### src/rtl/msg_arbiter.sv
// Round-robin packet arbiter: per-source FIFOs feed one registered message output,
// forwarding whole header+body packets from one source at a time.
module msg_arbiter #(
    parameter int N_IN      = 4,
    parameter int MSG_WIDTH = 32,
    parameter int LEN_WIDTH = 8,
    parameter int FIFO_LOG2 = 4
) (
    input  logic                      clk,
    input  logic                      rst,
    input  logic [N_IN*MSG_WIDTH-1:0] in_msg,
    input  logic [N_IN-1:0]           in_msg_nd,
    output logic [MSG_WIDTH-1:0]      out_msg,
    output logic                      out_msg_nd,
    output logic                      error,
    output logic [N_IN-1:0]           error_src
);

    localparam int DEPTH = 1 << FIFO_LOG2;
    localparam int CNT_W = FIFO_LOG2 + 1;
    localparam int IDX_W = (N_IN > 1) ? $clog2(N_IN) : 1;

    typedef enum logic {IDLE, SEND} state_t;

    function automatic logic is_header(input logic [MSG_WIDTH-1:0] w);
        is_header = w[MSG_WIDTH-1];
    endfunction

    function automatic logic [LEN_WIDTH-1:0] hdr_len(input logic [MSG_WIDTH-1:0] w);
        hdr_len = w[MSG_WIDTH-2 -: LEN_WIDTH];
    endfunction

    function automatic logic [IDX_W-1:0] wrap_inc(input logic [IDX_W-1:0] v);
        wrap_inc = (int'(v) == N_IN - 1) ? '0 : v + 1'b1;
    endfunction

    logic [MSG_WIDTH-1:0] mem    [N_IN][DEPTH];
    logic [FIFO_LOG2-1:0] wr_ptr [N_IN];
    logic [FIFO_LOG2-1:0] rd_ptr [N_IN];
    logic [CNT_W-1:0]     cnt    [N_IN];

    logic [N_IN-1:0]      empty, full, pop, wr_en, drop, err_set;
    state_t               state, state_nxt;
    logic [IDX_W-1:0]     rr, rr_nxt, grant, grant_nxt, scan_sel, cur;
    logic                 scan_hit;
    logic [LEN_WIDTH-1:0] rem, rem_nxt;
    logic [MSG_WIDTH-1:0] head_word, out_msg_nxt;
    logic                 out_nd_nxt;
    logic [N_IN-1:0]      error_src_nxt;

    // A full FIFO still accepts a word when its head is popped in the same cycle
    always_comb begin
        for (int i = 0; i < N_IN; i++) begin
            empty[i] = (cnt[i] == '0);
            full[i]  = (cnt[i] == CNT_W'(DEPTH));
            wr_en[i] = in_msg_nd[i] && (!full[i] || pop[i]);
            drop[i]  = in_msg_nd[i] && full[i] && !pop[i];
        end
    end

    always_comb begin
        logic [IDX_W-1:0] idx_v;
        int idx;
        scan_hit = 1'b0;
        scan_sel = '0;
        idx      = 0;
        idx_v    = '0;
        for (int k = 0; k < N_IN; k++) begin
            idx = int'(rr) + k;
            if (idx >= N_IN) idx = idx - N_IN;
            idx_v = IDX_W'(idx);
            if (!scan_hit && !empty[idx_v]) begin
                scan_hit = 1'b1;
                scan_sel = idx_v;
            end
        end
    end

    assign cur       = (state == SEND) ? grant : scan_sel;
    assign head_word = mem[cur][rd_ptr[cur]];

    always_comb begin
        state_nxt   = state;
        rr_nxt      = rr;
        grant_nxt   = grant;
        rem_nxt     = rem;
        pop         = '0;
        err_set     = '0;
        out_nd_nxt  = 1'b0;
        out_msg_nxt = out_msg;
        case (state)
            IDLE: begin
                if (scan_hit) begin
                    pop[scan_sel] = 1'b1;
                    if (is_header(head_word)) begin
                        out_nd_nxt  = 1'b1;
                        out_msg_nxt = head_word;
                        grant_nxt   = scan_sel;
                        rem_nxt     = hdr_len(head_word);
                        if (hdr_len(head_word) != '0) state_nxt = SEND;
                        else                          rr_nxt    = wrap_inc(scan_sel);
                    end else begin
                        // Orphan body word with no header: discard it
                        err_set[scan_sel] = 1'b1;
                    end
                end
            end
            SEND: begin
                if (!empty[grant]) begin
                    if (is_header(head_word)) begin
                        // Packet was shorter than its header claimed; leave the new header queued
                        err_set[grant] = 1'b1;
                        state_nxt      = IDLE;
                        rr_nxt         = wrap_inc(grant);
                    end else begin
                        pop[grant]  = 1'b1;
                        out_nd_nxt  = 1'b1;
                        out_msg_nxt = head_word;
                        rem_nxt     = rem - 1'b1;
                        if (rem == LEN_WIDTH'(1)) begin
                            state_nxt = IDLE;
                            rr_nxt    = wrap_inc(grant);
                        end
                    end
                end
            end
            default: state_nxt = IDLE;
        endcase
    end

    assign error_src_nxt = error_src | err_set | drop;

    always_ff @(posedge clk) begin
        for (int i = 0; i < N_IN; i++) begin
            if (wr_en[i]) mem[i][wr_ptr[i]] <= in_msg[i*MSG_WIDTH +: MSG_WIDTH];
        end
    end

    always_ff @(posedge clk) begin
        if (rst) begin
            for (int i = 0; i < N_IN; i++) begin
                wr_ptr[i] <= '0;
                rd_ptr[i] <= '0;
                cnt[i]    <= '0;
            end
            state      <= IDLE;
            rr         <= '0;
            grant      <= '0;
            rem        <= '0;
            out_msg    <= '0;
            out_msg_nd <= 1'b0;
            error_src  <= '0;
            error      <= 1'b0;
        end else begin
            for (int i = 0; i < N_IN; i++) begin
                if (wr_en[i]) wr_ptr[i] <= wr_ptr[i] + 1'b1;
                if (pop[i])   rd_ptr[i] <= rd_ptr[i] + 1'b1;
                case ({wr_en[i], pop[i]})
                    2'b10:   cnt[i] <= cnt[i] + 1'b1;
                    2'b01:   cnt[i] <= cnt[i] - 1'b1;
                    default: cnt[i] <= cnt[i];
                endcase
            end
            state      <= state_nxt;
            rr         <= rr_nxt;
            grant      <= grant_nxt;
            rem        <= rem_nxt;
            out_msg    <= out_msg_nxt;
            out_msg_nd <= out_nd_nxt;
            error_src  <= error_src_nxt;
            error      <= |error_src_nxt;
        end
    end

endmodule

### config.mk
export PLATFORM = sky130hd
export DESIGN_NAME = msg_arbiter
export DESIGN_NICKNAME = d
export VERILOG_FILES = /design/src/rtl/msg_arbiter.sv
export SDC_FILE = /design/constraint.sdc
export NUM_CORES = 2
export LEC_CHECK = 0
export CAP_MARGIN = 20
export CORE_MARGIN = 2
export CORE_UTILIZATION = 40
export DETAILED_ROUTE_END_ITERATION = 8
export REMOVE_ABC_BUFFERS = 1
export SLEW_MARGIN = 20
export SYNTH_ARGS = -nofsm -noshare
export SYNTH_HDL_FRONTEND = slang
export SYNTH_SLANG_ARGS = --single-unit
### constraint.sdc
create_clock -name clk -period 14.8 [get_ports clk]
set_clock_uncertainty 0.15 [all_clocks]
set_input_delay 1.48 -clock clk [delete_from_list [all_inputs] [get_ports clk]]
set_output_delay 1.48 -clock clk [all_outputs]
set_load 0.01 [all_outputs]
# ---- After elaboration in Yosys (flattened, before gate mapping)
# Memories as Yosys holds them, arrays and structs flattened.
# Cells that the tools add are included.
dict set report totals {
  reg_bits 51
  ram_bits 2100
  elab_cells 323
  mem_count 4
}
# memory words width rd rd_ports_with_merged_regs wr line
set memory_table {}
lappend memory_table {mem 4 512 1 0 4 37} ;# logic [MSG_WIDTH-1:0] mem [N_IN][DEPTH];
lappend memory_table {cnt 4 5 4 0 4 40} ;# logic [CNT_W-1:0] cnt [N_IN];
lappend memory_table {rd_ptr 4 4 5 0 4 39} ;# logic [FIFO_LOG2-1:0] rd_ptr [N_IN];
lappend memory_table {wr_ptr 4 4 4 0 4 38} ;# logic [FIFO_LOG2-1:0] wr_ptr [N_IN];
dict set report op_classes {
  add_sub_neg 26
  n_lt_le_gt_ge 21
  eq_ne 21
  muxes 164
  n_bitwise 28
  reduce_logical 51
}
# operator n
set op_table {}
lappend op_table {{2-to-1 mux 512 bit} 4}
lappend op_table {{demux 32 bit (select 4 bit)} 4}
lappend op_table {{2-to-1 mux 32 bit} 10}
lappend op_table {{binary-select mux 32 bit (select 4 bit)} 1}
lappend op_table {{2-to-1 mux 1 bit} 83}
lappend op_table {{one-hot mux 32 bit (2 select lines)} 1}
lappend op_table {{2-to-1 mux 4 bit} 15}
lappend op_table {{2-to-1 mux 5 bit} 12}
lappend op_table {{2-to-1 mux 2 bit} 17}
lappend op_table {{adder 4 x 1 -> 4 bit (second input constant)} 8}
lappend op_table {{2-to-1 mux 8 bit} 4}
lappend op_table {{>= comparator 5 bit (second input constant)} 5}
lappend op_table {{NOT 4 -> 5 bit} 5}
lappend op_table {{logical AND 1 bit} 21}
lappend op_table {{adder 5 x 1 -> 5 bit (second input constant)} 4}
lappend op_table {{equality test 5 bit (second input constant)} 4}
lappend op_table {{zero test 5 bit} 4}
lappend op_table {{< comparator 5 x 1 -> 1 bit (second input constant)} 4}
lappend op_table {{bitwise OR 1 bit} 20}
lappend op_table {{subtractor 5 x 1 -> 5 bit (second input constant)} 4}
lappend op_table {{< comparator 2 x 3 -> 1 bit (second input constant)} 6}
lappend op_table {{one-hot mux 4 bit (2 select lines)} 2}
lappend op_table {{one-hot mux 8 bit (2 select lines)} 1}
lappend op_table {{zero test 1 bit} 13}
lappend op_table {{26 further kinds} 59}

# ---- Longest topological paths before layout
# An unclocked memory read counts as a cell.
dict set report logic_depth {
  depth_word 32
  ltp_mapped 28
}

# ---- Least setup slack after synthesis
# Ideal clock, no wire load.
dict set report synth_path {
  path_kind {flip-flop to flip-flop}
  startpoint {memory cnt[2][0] (netlist name)}
  endpoint {memory mem[1][384] (netlist name), enable pin}
  setup_ps 502
  t_arrival_ps 6496
  required_time_ps 14148
  path_slack_ps 7652
  stages_incl_launch_ff 16
  path_buffers 2
  period_less_slack_ps 7148
  path_cell_list {edfxtp_1 > or4_4 > o211ai_2 > o221ai_2 > a22o_2 > mux2i_2 > a221o_2 > buf_6 > mux2i_1 > a22oi_1 > and3_1 > a211oi_4 > and3_1 > o21ai_1 > buf_2 > nor4_1}
}
# element line
set synth_lines {}
lappend synth_lines {{start, declared} 40}
lappend synth_lines {{end, declared} 37}

==> run summary <==
status: finished, final reports clean
Post-synth EDFFs: 2100
Num CTS Buffers: 215
worst path bufs/invs: 5
Die ar.: 0.228 mm^2
Yosys reg bits: 2151
Final min period: 9190 ps
RSZ-0062 raised after global routing: no
CP required: 15260 ps
Rows: 173
max-cap viol count: 0
Netlist Area Pre-Place: 0.0898 mm^2
Static Leakage: 33.9 nW
worst path arrival time: 9660 ps
PortBufs: 171
Seq/Total Area, Yosys: 71.4%
CTS Hold Bufs: 0
Crit-path slowest cell: and2_4
Worst Setup End Kind: flop
critical path class: reg2reg
Layout Nets: 7150
drt first pass iters: 7
DRC: 0
CP max stage delay: 950 ps
cells after synthesis: 6914
DRT Wirelength: 307000 um
Synth area leader: edfxtp_1
fin crit share: 62.1%
Post-synth ARST share: 0%
ANT nets after route: 0
routed length per instance: 30.3 um
cell mode on critical path: buf_4
top-area cell type share of the netlist area: 70.2%
worst-skew pair later-pin latency: 890 ps
commonest cells after routing, fill and taps aside: edfxtp_1, nand2_1, nand3_1
CTS max path bufs: 3
final hold viol count: 0
Syn. warnings: 0
Max Freq: 109 MHz
max-slew violations: 0
Worst Hold Class: reg2reg
number of global-route vias before repair: 58500
# setup viols final: 0
Resized cells post-CTS: 0
worst hold margin: 301 ps
Syn Area/Cell: 13.0 um^2
Fin Setup TNS: 0 ps
most common cell after layout, fill and taps aside: edfxtp_1
Post-synth top flop: edfxtp_1
I/O Pins: 172
H-Tree Depth: 4
synth top area cells: edfxtp_1, nand2_1, a311oi_1
crit-path leading delay family: simple AND/OR/NAND/NOR gates
Clock Pin Slew Worst Setup and Hold Paths: 60 ps
first-pass GRT wire length: 433000 um
critical path launch point type: flop
Cell variety after synth: 81
Worst-Margin Slew: 1120 ps
Clock Tree Root: clkbuf_16
Area Overhead vs Synth: 13.3%
Vias: 62700
Placeable Area: 0.223 mm^2
Placer Congestion: 0.849
layout cells sized above 1: 8.80%
Max FO, Critical Path: 183
Starting Density: 40.3%
Vias/cell: 6.19
global route overflow: 0
Total GRT Usage: 26.2%
clock sink count: 2151
pin count of the biggest net entering global routing: 184
Rel. slew slack: 25.6%
Starting DRT DRC Count: 9117
CTS tree: built
die height: 478 um
Die W: 478 um
postcts setup bufs: 0
Detail Placement HPWL: 172000 um
pwr/cell area: 245 mW/mm^2
initial antenna violation count: 16
maximum vdd drop: 312 uV
-- power by group --
part           internal, mW  leakage, nW  total (mW)  switching (mW)
registers              6.99         19.5        7.14           0.151
clock network          2.97         3.32        5.35            2.38
logic                  3.54         11.1        12.4            8.87
total                  13.5         33.9        24.9            11.4
-- synthesized netlist by cell type, drive strengths merged, types with 5 or more instances --
| library cell | count |
|---|---|
| nor2b | 6 |
| mux2i | 68 |
| inv | 59 |
| nor2 | 126 |
| a221oi | 143 |
| o21ai | 87 |
| xor2 | 14 |
| and2 | 5 |
| buf | 258 |
| a311oi | 372 |
| a22o | 11 |
| nor3 | 153 |
| ha | 48 |
| nor3b | 5 |
| edfxtp | 2100 |
| o32ai | 10 |
| a21oi | 238 |
| clkbuf | 285 |
| a32oi | 5 |
| nand2b | 21 |
| o31ai | 38 |
| xnor2 | 18 |
| dfxtp | 51 |
| a31oi | 100 |
| or2 | 11 |
| a211o | 19 |
| and3 | 338 |
| nand2 | 1678 |
| a211oi | 103 |
| nand3 | 433 |
| nor4 | 56 |
-- final timing paths --
path,startpoint,to,slack (ps),cells after the start
setup / recovery,cnt[2][0]$_SDFFCE_PN0P_,cnt[2][4]$_SDFFCE_PN0P_,5610,25
hold / removal,out_msg[26]$_SDFFE_PP0P_,out_msg[26]$_SDFFE_PP0P_,300,2
setup reg to reg,cnt[2][0]$_SDFFCE_PN0P_,cnt[2][4]$_SDFFCE_PN0P_,5610,25
hold reg to reg,out_msg[26]$_SDFFE_PP0P_,out_msg[26]$_SDFFE_PP0P_,300,2
-- tightest hold or removal path, cell delays in order (launching register included) --
cell and delay, ps:
dfxtp_1 310, nand2_1 50, a21oi_1 50
-- through the flow --
| step | setup WS (ps) | cells | area, um^2 | power (mW) | util [%] |
|---|---|---|---|---|---|
| 2_1_floorplan | -13560 | 6371 | 87300 | 15.3 | - |
| 5_1_grt | 5120 | 10100 | 102000 | 26.0 | 45.7 |
| 3_5_place_dp | 5800 | 9725 | 94900 | 19.5 | 42.6 |
| 4_1_cts | 5750 | 10100 | 102000 | 24.8 | 45.7 |
| 3_3_place_gp | 5800 | 9725 | 94900 | 19.3 | 42.6 |
| 6_report | 5610 | 10100 | 102000 | 24.9 | 45.7 |
-- final cells by class --
cell class | count | area (um^2)
Fill cell | 19600 | 121000
Timing Repair Buffer | 379 | 3330
Antenna cell | 4 | 10.0
Clock inverter | 129 | 1210
Clock buffer | 268 | 5640
Multi-Input combinational cell | 4161 | 23500
Sequential cell | 2151 | 64100
Tap cell | 2975 | 3720
Inverter | 59 | 221
-- layer usage --
metal  up-vias  share of wire [%]  global-route usage [%]
met4        12                4.3                    10.4
met2      3873                 45                    39.9
met1     31800                 40                    36.2
met5         -              0.024                       0
met3       656                 11                    6.01
li1      26400                  -                       -
-- cells by family (layout without fill, tap and decap cells) --
family | after synthesis | count (layout) | share of synthesized area, %
DFF | 2151 | 2151 | 71.4
muxes | 72 | 72 | 0.829
buffers and inverters | 602 | 835 | 3.01
and+or+nand+nor | 2843 | 2843 | 14.1
AOI/OAI and AO/OA | 1165 | 1165 | 9.72
other | 0 | 4 | 0
adders and majority gates | 49 | 49 | 0.691
xor gates and xnor gates | 32 | 32 | 0.312
-- registers in the layout (all words and copies together) (netlist names) --
register    count
mem          2048
out_msg        32
cnt            20
rd_ptr         16
wr_ptr         16
rem             8
error_src       4
grant           2
rr              2
error           1
out_msg_nd      1
state           1
(Power assumes the default switching activity.)
